==> src/rtl/rect_draw_sched.sv <==
// rect_draw_sched
//   Round-robin arbiter and rectangle rasteriser for the vga_adapter pixel
//   write port. Each requester presents a rectangle descriptor. One requester
//   is granted at a time, and its rectangle is walked row-major at one pixel
//   per clock.
//
// Optional feature: define GLYPH_MASK_EN to add the req_mask port. Each
//   pixel is then coloured through a 10x10 glyph bitmap instead of a solid
//   fill.
//
// Ports
//   clk       pixel clock (same clock as vga_adapter)
//   rst       asynchronous, active-low reset
//   req       request level per requester; held until its gnt bit
//   req_rect  descriptor per requester, slot i at [i*RW +: RW]
//             fields MSB..LSB: x0[XW] y0[YW] w[XW] h[YW] color[3]
//   req_mask  10x10 glyph bitmap per requester, slot i at [i*100 +: 100]
//             (GLYPH_MASK_EN only)
//   gnt       one-cycle one-hot pulse; the descriptor is latched on this edge
//   done      one-cycle one-hot pulse after the rectangle's last pixel
//   busy      high from grant through the done cycle
//   x/y/color/plot  registered pixel write to vga_adapter
module rect_draw_sched #(
    parameter int NREQ = 3,
    parameter int XW   = 9,
    parameter int YW   = 8
) (
    input  logic                           clk,
    input  logic                           rst,
    input  logic [NREQ-1:0]                req,
    input  logic [NREQ*(2*XW+2*YW+3)-1:0]  req_rect,
`ifdef GLYPH_MASK_EN
    input  logic [NREQ*100-1:0]            req_mask,
`endif
    output logic [NREQ-1:0]                gnt,
    output logic [NREQ-1:0]                done,
    output logic                           busy,
    output logic [XW-1:0]                  x,
    output logic [YW-1:0]                  y,
    output logic [2:0]                     color,
    output logic                           plot
);

    localparam int RW = 2*XW + 2*YW + 3;
    localparam int PW = (NREQ > 1) ? $clog2(NREQ) : 1;

    // Visible screen size; coordinates at or beyond these are clipped.
    localparam logic [XW:0] SCR_W = (XW+1)'(320);
    localparam logic [YW:0] SCR_H = (YW+1)'(240);

    typedef struct packed {
        logic [XW-1:0] x0;
        logic [YW-1:0] y0;
        logic [XW-1:0] w;
        logic [YW-1:0] h;
        logic [2:0]    color;
    } rect_t;

    typedef enum logic [1:0] {IDLE, DRAW, DONE} state_t;

    state_t          state, state_nx;
    logic [PW-1:0]   ptr;
    logic [PW-1:0]   win;
    logic            win_vld;
    logic [NREQ-1:0] win_oh;
    rect_t           slot;
    rect_t           cur;
    logic [NREQ-1:0] cur_oh;
    logic [XW-1:0]   col;
    logic [YW-1:0]   row;
    logic            pend;       // pixels of the current rectangle remain
    logic [XW:0]     px;         // one extra bit so x0+col never wraps
    logic [YW:0]     py;
    logic            clip;
    logic            last_pix;
    logic [2:0]      pix_color;

    // (base + off) mod NREQ, for off < NREQ
    function automatic logic [PW-1:0] rr_add(input logic [PW-1:0] base, input int off);
        int s;
        s = int'(base) + off;
        if (s >= NREQ) s = s - NREQ;
        return PW'(s);
    endfunction

    // Round-robin search upward from ptr. The loop runs from the farthest
    // offset down to zero, so the closest requesting slot wins.
    always_comb begin
        // NOTE: every variable gets a default before any branch, so no path leaves it unassigned and no latch is inferred.
        win     = '0;
        win_vld = 1'b0;
        for (int i = NREQ-1; i >= 0; i--) begin
            if (req[rr_add(ptr, i)]) begin
                win     = rr_add(ptr, i);
                win_vld = 1'b1;
            end
        end
    end

    assign win_oh = NREQ'(1) << win;
    assign slot   = rect_t'(req_rect[int'(win)*RW +: RW]);

    assign px       = {1'b0, cur.x0} + {1'b0, col};
    assign py       = {1'b0, cur.y0} + {1'b0, row};
    assign clip     = (px >= SCR_W) || (py >= SCR_H);
    assign last_pix = (col == cur.w - XW'(1)) && (row == cur.h - YW'(1));
    assign busy     = (state != IDLE);

`ifdef GLYPH_MASK_EN
    logic [99:0] mask;
    logic [6:0]  pix_idx;        // counts 99 down to 0, then sticks at 0
    assign pix_color = mask[pix_idx] ? cur.color : 3'b000;
`else
    assign pix_color = cur.color;
`endif

    // State register
    always_ff @(posedge clk or negedge rst) begin
        if (!rst) state <= IDLE;
        else      state <= state_nx;
    end

    // Next state. DRAW includes one trailing cycle with pend low before DONE.
    // That cycle places done at E+1+w*h. For an empty rectangle it is the
    // only DRAW cycle, so done lands at E+1 and no pixel is emitted.
    always_comb begin
        state_nx = state;
        case (state)
            IDLE:    if (win_vld) state_nx = DRAW;
            DRAW:    if (!pend)   state_nx = DONE;
            DONE:    state_nx = IDLE;
            default: state_nx = IDLE;
        endcase
    end

    // Grant, raster walk and pixel output registers
    always_ff @(posedge clk or negedge rst) begin
        if (!rst) begin
            gnt    <= '0;
            done   <= '0;
            plot   <= 1'b0;
            x      <= '0;
            y      <= '0;
            color  <= '0;
            ptr    <= '0;
            cur_oh <= '0;
            col    <= '0;
            row    <= '0;
            pend   <= 1'b0;
`ifdef GLYPH_MASK_EN
            pix_idx <= 7'd99;
`endif
        end else begin
            // NOTE: non-blocking assignments throughout, so every register here samples pre-edge values like real flops.
            gnt  <= '0;
            done <= '0;
            plot <= 1'b0;
            case (state)
                IDLE: begin
                    if (win_vld) begin
                        gnt    <= win_oh;
                        cur_oh <= win_oh;
                        ptr    <= rr_add(win, 1);
                        col    <= '0;
                        row    <= '0;
                        pend   <= (slot.w != '0) && (slot.h != '0);
`ifdef GLYPH_MASK_EN
                        pix_idx <= 7'd99;
`endif
                    end
                end
                DRAW: begin
                    if (pend) begin
                        x     <= px[XW-1:0];
                        y     <= py[YW-1:0];
                        color <= pix_color;
                        plot  <= !clip;     // clipped pixels still use their cycle
                        pend  <= !last_pix;
                        if (col == cur.w - XW'(1)) begin
                            col <= '0;
                            row <= row + YW'(1);
                        end else begin
                            col <= col + XW'(1);
                        end
`ifdef GLYPH_MASK_EN
                        if (pix_idx != 7'd0) pix_idx <= pix_idx - 7'd1;
`endif
                    end else begin
                        done <= cur_oh;
                    end
                end
                default: ;
            endcase
        end
    end

    // Descriptor latch. Nothing reads it until a grant has loaded it.
    // NOTE: this storage has no reset; it is always written before use, and leaving the reset off keeps it plain flops.
    always_ff @(posedge clk) begin
        if (state == IDLE && win_vld) begin
            cur <= slot;
`ifdef GLYPH_MASK_EN
            mask <= req_mask[int'(win)*100 +: 100];
`endif
        end
    end

endmodule
==> config.mk <==
export PLATFORM = sky130hd
export DESIGN_NAME = rect_draw_sched
export DESIGN_NICKNAME = d
export VERILOG_FILES = /design/src/rtl/rect_draw_sched.sv
export SDC_FILE = /design/constraint.sdc
export NUM_CORES = 1
export LEC_CHECK = 0
export BUFFER_PORTS_ARGS = -buffer_cell sky130_fd_sc_hd__buf_2
export CORE_UTILIZATION = 50
export CTS_BUF_LIST = sky130_fd_sc_hd__clkbuf_8 sky130_fd_sc_hd__clkbuf_16
export DETAILED_ROUTE_END_ITERATION = 16
export HOLD_SLACK_MARGIN = 0.12
export PLACE_DENSITY = 0.77
export SYNTH_ARGS = -nofsm -noshare
export SYNTH_HDL_FRONTEND = slang
export SYNTH_SLANG_ARGS = --single-unit
==> constraint.sdc <==
create_clock -name clk -period 4.4 [get_ports clk]
set_clock_uncertainty 0.05 [all_clocks]
set_input_delay 0.66 -clock clk [delete_from_list [all_inputs] [get_ports clk]]
set_output_delay 0.66 -clock clk [all_outputs]
set_load 0.05 [all_outputs]
# Word level (Yosys, flattened, before mapping)

Index checks and enable logic that the tools add are counted.

Flip-flop bits (word level): 89
Latch bits: 0
Bits in writable memories: 0
ROM bits: 0
Logic and storage cells: 102
Memories kept: 0

$add $sub $neg: 13
Multipliers: 1
Divide/modulo/power cells: 0
Magnitude comparators: 9
Equal/unequal tests: 7
Shifts and indexed selects: 2
Muxes and demuxes: 36
Bitwise gates (word level): 0
Reductions and logical operators: 17

Operators by type and width:

| operator            | number |
|---|---|
| $shiftx 111x9->37   | 1 |
| $mux 9              | 3 |
| $mux 8              | 3 |
| $mux 2              | 9 |
| $pmux 9 s2          | 1 |
| $pmux 8 s2          | 1 |
| $mux 3              | 4 |
| $add 9x9->10        | 1 |
| $ge 10x9->1 const B | 1 |
| $mux 1              | 10 |
| $add 8x8->9         | 1 |
| $add 9x1->9 const B | 1 |
| $eq 9x9->1          | 1 |
| $ge 3x2->1 const B  | 3 |
| $ge 9x8->1 const B  | 1 |
| $lt 2x3->1 const B  | 3 |
| $reduce_bool 9->1   | 1 |
| $sub 9x1->9 const B | 1 |
| $add 8x1->8 const B | 1 |
| $eq 8x8->1          | 1 |
| $mul 2x6->8 const B | 1 |
| $ne 2x2->1 const B  | 4 |
| $reduce_and 2->1    | 4 |
| $reduce_bool 8->1   | 1 |
| 17 further kinds    | 27 |

# Longest topological paths before layout

Depth in word-level cells: 14
Mapped depth: 13
Depth with buffers taken out: 11

# Worst setup path before layout

OpenSTA, ideal clock, no wires.

Kind: reg-to-reg
From: register ptr[0]
To: register cur[10] (netlist name), enable pin
Setup time: 0.415 ns
Arrival time: 2.839 ns
Required time: 3.935 ns
Path slack: 1.096 ns
Stages on the path, launching flop included: 9
Clock period less this slack: 3.304 ns
Cells stage by stage: dfrtp_1 inv_1 ha_1 clkbuf_1 a22oi_1 or3b_1 a21oi_1 nor2_1 clkbuf_1

Word-level cells in the longest chain between the ends: 9

RTL lines:

| element                                          | line | RTL |
|---|---|---|
| from (decl)                                      | 62   | `logic [PW-1:0] ptr;` |
| from (signal assigned)                           | 163  | `ptr <= rr_add(win, 1);` |
| $add 2x2->3                                      | 81   | `s = int'(base) + off;` |
| $ge 3x2->1 / $sub 2x2->2 (equally long branches) | 82   | `if (s >= NREQ) s = s - NREQ;` |
| $mux 2                                           | 82   |  |
| $bmux 1 s2                                       | 93   | `if (req[rr_add(ptr, i)]) begin` |
| $mux 1 (implied by the code)                     | 93   |  |
| $mux 1 (2 in a row)                              | 93   |  |
| $mux 1 *                                         | 93   |  |
| $logic_and 1x1->1 *                              | 200  | `if (state == IDLE && win_vld) begin` |
| to (signal assigned)                             | 201  | `cur <= slot;` |
| to (decl)                                        | 67   | `rect_t cur;` |

Mark *: on every way between the ends. The rest lies on a longest branch, timed or not. The select of a mux whose other input is x is not followed.
A chain may end at the register's enable or synchronous reset.

==> Implementation_results.wiki <==
{| class="wikitable"
! Metric !! Value
|-
| Number of port buffers || between 100 and 150
|-
| Pleak || approximately 2.9 nW
|-
| Count of synthesis-stage warnings from yosys || 0
|-
| Final worst slack || approximately 1.0 ns
|-
| Synth cell types || 61
|-
| IR drop worst, VDD || about 0.6 mV
|-
| Share of the yosys chip area belonging to registers || ~45%
|-
| Run status || finished, final reports clean
|-
| Number of placement rows || 37
|-
| Post-CTS sizing || 0
|-
| Antenna diodes || 0
|-
| Relative area change from synthesis to final layout || 19.9%
|-
| DRC Markers || 0
|-
| First-pass GRT wire length || roughly 19,000 µm
|-
| Largest driver fanout on the critical path || 24
|-
| Fillers || about 900
|-
| Worst slew slack as a fraction of its limit || between 30% and 40%
|-
| Path class of the lowest-slack min-delay path || in2async
|-
| Worst Setup End Kind || flip-flop
|-
| Total of max-cap violations || 0
|-
| Die height || 106 µm
|-
| Endpoints failing hold || 0
|-
| Top flip-flop cell by instance count after synthesis || sky130_fd_sc_hd__dfrtp_1
|-
| Area share of the largest cell type after synthesis || 23.8%
|-
| Register area || 2390 µm²
|-
| Number of antenna-violating nets in the routed design || 0
|-
| Clock latency at the later pin of the worst-skew pair || 0.36 ns
|-
| Required time at the worst-slack endpoint || about 4.6 ns
|-
| Clock edge transition at the registers on the reported setup and hold paths || about 0.08 ns
|-
| Number of max-slew violations in the final report || 0
|-
| Post-synth top area cell || sky130_fd_sc_hd__dfrtp_1
|-
| Startpoint kind of the worst setup timing path || flip-flop
|-
| Synth cell count leaders || 58 x sky130_fd_sc_hd__o21ai_0, 56 x sky130_fd_sc_hd__nand2_1, 51 x sky130_fd_sc_hd__dfrtp_1
|-
| Final core occ || between 60% and 70%
|-
| Met1 Usage GRT || 27.3%
|-
| Crit Path Category || reg2reg
|-
| TritonRoute pass-1 iters || 4
|-
| Worst hold margin || around 0.36 ns
|-
| Synthesized Nets || 670
|-
| Global placer's final weighted congestion || approximately 0.87
|-
| Achievable Freq || ~300 MHz
|-
| Clock root buffer || sky130_fd_sc_hd__clkbuf_8
|-
| Setup repair after global routing missed its margin || false
|-
| Final nets || ~800
|-
| Footprint of the multi-input gates || 2790 µm²
|-
| Max clock buf depth || 2
|-
| Number of top-level pins || 144
|-
| Cells after synthesis || between 500 and 600
|-
| Vias in the first global route || 4,245
|-
| Final total negative setup slack || 0 ns
|-
| Transition time at the pin with the least slew margin || about 0.93 ns
|-
| Antenna violations before repair || 0
|-
| Number of clock buffers inserted by TritonCTS || 9
|-
| GRT overflow || 0
|-
| Number of standard cells in the layout, taps in and fillers out || approximately 800
|-
| Number of failing setup endpoints in the final timing report || 0
|-
| Synthesized flop and latch total || 88
|-
| Average wire per cell in the routed design || 15.1 µm
|-
| Detailed-route wire length || ~12,000 µm
|-
| Count leader, synth || sky130_fd_sc_hd__o21ai_0
|-
| Hold-fix buffers at CTS || 0
|-
| Met3 global-route usage || about 4.8%
|-
| Placed instance count || slightly below 800
|-
| Main area contributors after synthesis || sky130_fd_sc_hd__dfrtp_1 24%, sky130_fd_sc_hd__edfxtp_1 21%, sky130_fd_sc_hd__mux2i_1 7.7%, sky130_fd_sc_hd__ha_1 6.3%, sky130_fd_sc_hd__o21ai_0 5.4%
|-
| Power density over cell area || approximately 750 nW/µm²
|-
| Count of flip-flops with a built-in enable after synthesis || 37
|-
| Core Area || 10,400 µm²
|-
| Fraction of final layout cells sized beyond drive strength 1 || 27.3%
|-
| Time the worst path needs with I/O delays and setup || 3.36 ns
|-
| Via count || between 4,000 and 5,000
|-
| Setup WS pre-CTS || 1.05 ns
|-
| Floorplan die width || between 100 and 150 µm
|-
| Die Footprint || roughly 11,000 µm²
|-
| Clock sink count || 88
|-
| CTS tree || yes
|-
| Final Cycle Share || between 70% and 80%
|-
| GRT met2 Usage || between 30 and 40%
|-
| Post-CTS setup repair buffer count || 0
|-
| Total standard cell area after synthesis || about 5400 µm²
|-
| # H-tree levels || 3
|-
| Most Crowded Layer GR || met2
|-
| DRT iter0 DRCs || approximately 200
|-
| GRT Resource Usage Total || between 20 and 25%
|-
| HPWL reported at the end of detailed placement || approximately 9000 µm
|-
| Pin count of the biggest net entering global routing || 52
|-
| Arrival time reported for the critical path endpoint || between 3 and 4 ns
|-
| Avg Synthesized Cell Area || between 10 and 15 µm²
|-
| Proportion of synthesized flip-flops having asynchronous set or reset || 58.0%
|-
| Vias per cell || 5.43
|-
| Starting Density || around 52%
|}
-- sequential cells by signal, summed over array words and instances (netlist names) --
name,flops
cur,34
col,9
x,9
row,8
y,8
color,3
done,3
gnt,3
pix_color,3
cur_oh,2
ptr,2
state,2
pend,1
plot,1
-- metal layers --
metal | routed length (µm) | part of all wire (%) | vias up
met1 | 5190 | 43 | 2043
li1 | - | - | 2175
met5 | 0 | 0 | -
met3 | 592 | 4.9 | 20
met2 | 6090 | 50 | 102
met4 | 198 | 1.6 | 0
-- worst paths after layout --
path	startpoint	endpoint	slack (ns)	depth (start not counted)
setup / recovery	ptr[0]	pend	1.04	9
hold / removal	rst	x[5]	0.36	2
setup reg to reg	ptr[0]	pend	1.04	9
hold reg to reg	x[4]	x[4]	0.43	2
max in group asynchronous	rst	gnt[0]	3.48	2
min in group clk	x[4]	x[4]	0.43	2
-- layout by cell type, fill, tap and decap left out, types with 19 or more instances in the layout --
master	n
sky130_fd_sc_hd__dfrtp_1	51
sky130_fd_sc_hd__ha_1	27
sky130_fd_sc_hd__o21ai_0	58
sky130_fd_sc_hd__buf_2	143
sky130_fd_sc_hd__mux2i_1	41
sky130_fd_sc_hd__xnor2_1	19
sky130_fd_sc_hd__edfxtp_1	37
sky130_fd_sc_hd__nand2_1	56
sky130_fd_sc_hd__inv_1	23
-- worst max-delay path, stage by stage (launching register included) --
cell	delay, ns
sky130_fd_sc_hd__dfrtp_1	0.36
sky130_fd_sc_hd__inv_1	0.08
sky130_fd_sc_hd__ha_1	0.41
sky130_fd_sc_hd__nor4b_1	0.19
sky130_fd_sc_hd__o311a_2	0.61
sky130_fd_sc_hd__nor3_4	0.79
sky130_fd_sc_hd__o2bb2ai_1	0.23
sky130_fd_sc_hd__nor4_1	0.09
sky130_fd_sc_hd__a211o_1	0.31
sky130_fd_sc_hd__o22ai_1	0.16
-- stage by stage --
stage	instance area (µm²)	total power [mW]
after floorplan	5360	3.55
after global placement	6190	4.09
after detailed placement	6190	4.20
after CTS	6420	4.86
after global routing	6420	5.17
final	6420	4.83
-- cells by family after synthesis --
| family | after synthesis | share of synthesized area [%] |
|---|---|---|
| and+or+nand+nor | 144 | 13.6 |
| adders and majority gates | 30 | 7.24 |
| xor gates and xnor gates | 37 | 6.05 |
| AOI/OAI and AO/OA | 127 | 15.0 |
| buffers and inverters | 48 | 3.69 |
| muxes | 51 | 9.76 |
| DFF | 88 | 44.6 |
-- cell type report --
type	instances	share of cell area, %
multi-input cells	389	43.4
flip-flops and latches	88	37.2
repair buffers	149	11.8
well taps	136	2.65
clock buffers	10	2.14
clock inverters	6	1.58
inverters	21	1.23
-- where the power goes --
part,internal [mW],switching [mW]
clock network,0.387,0.272
registers,1.34,0.254
logic,0.910,1.66
No activity file was read; power rests on OpenSTA's default activity.
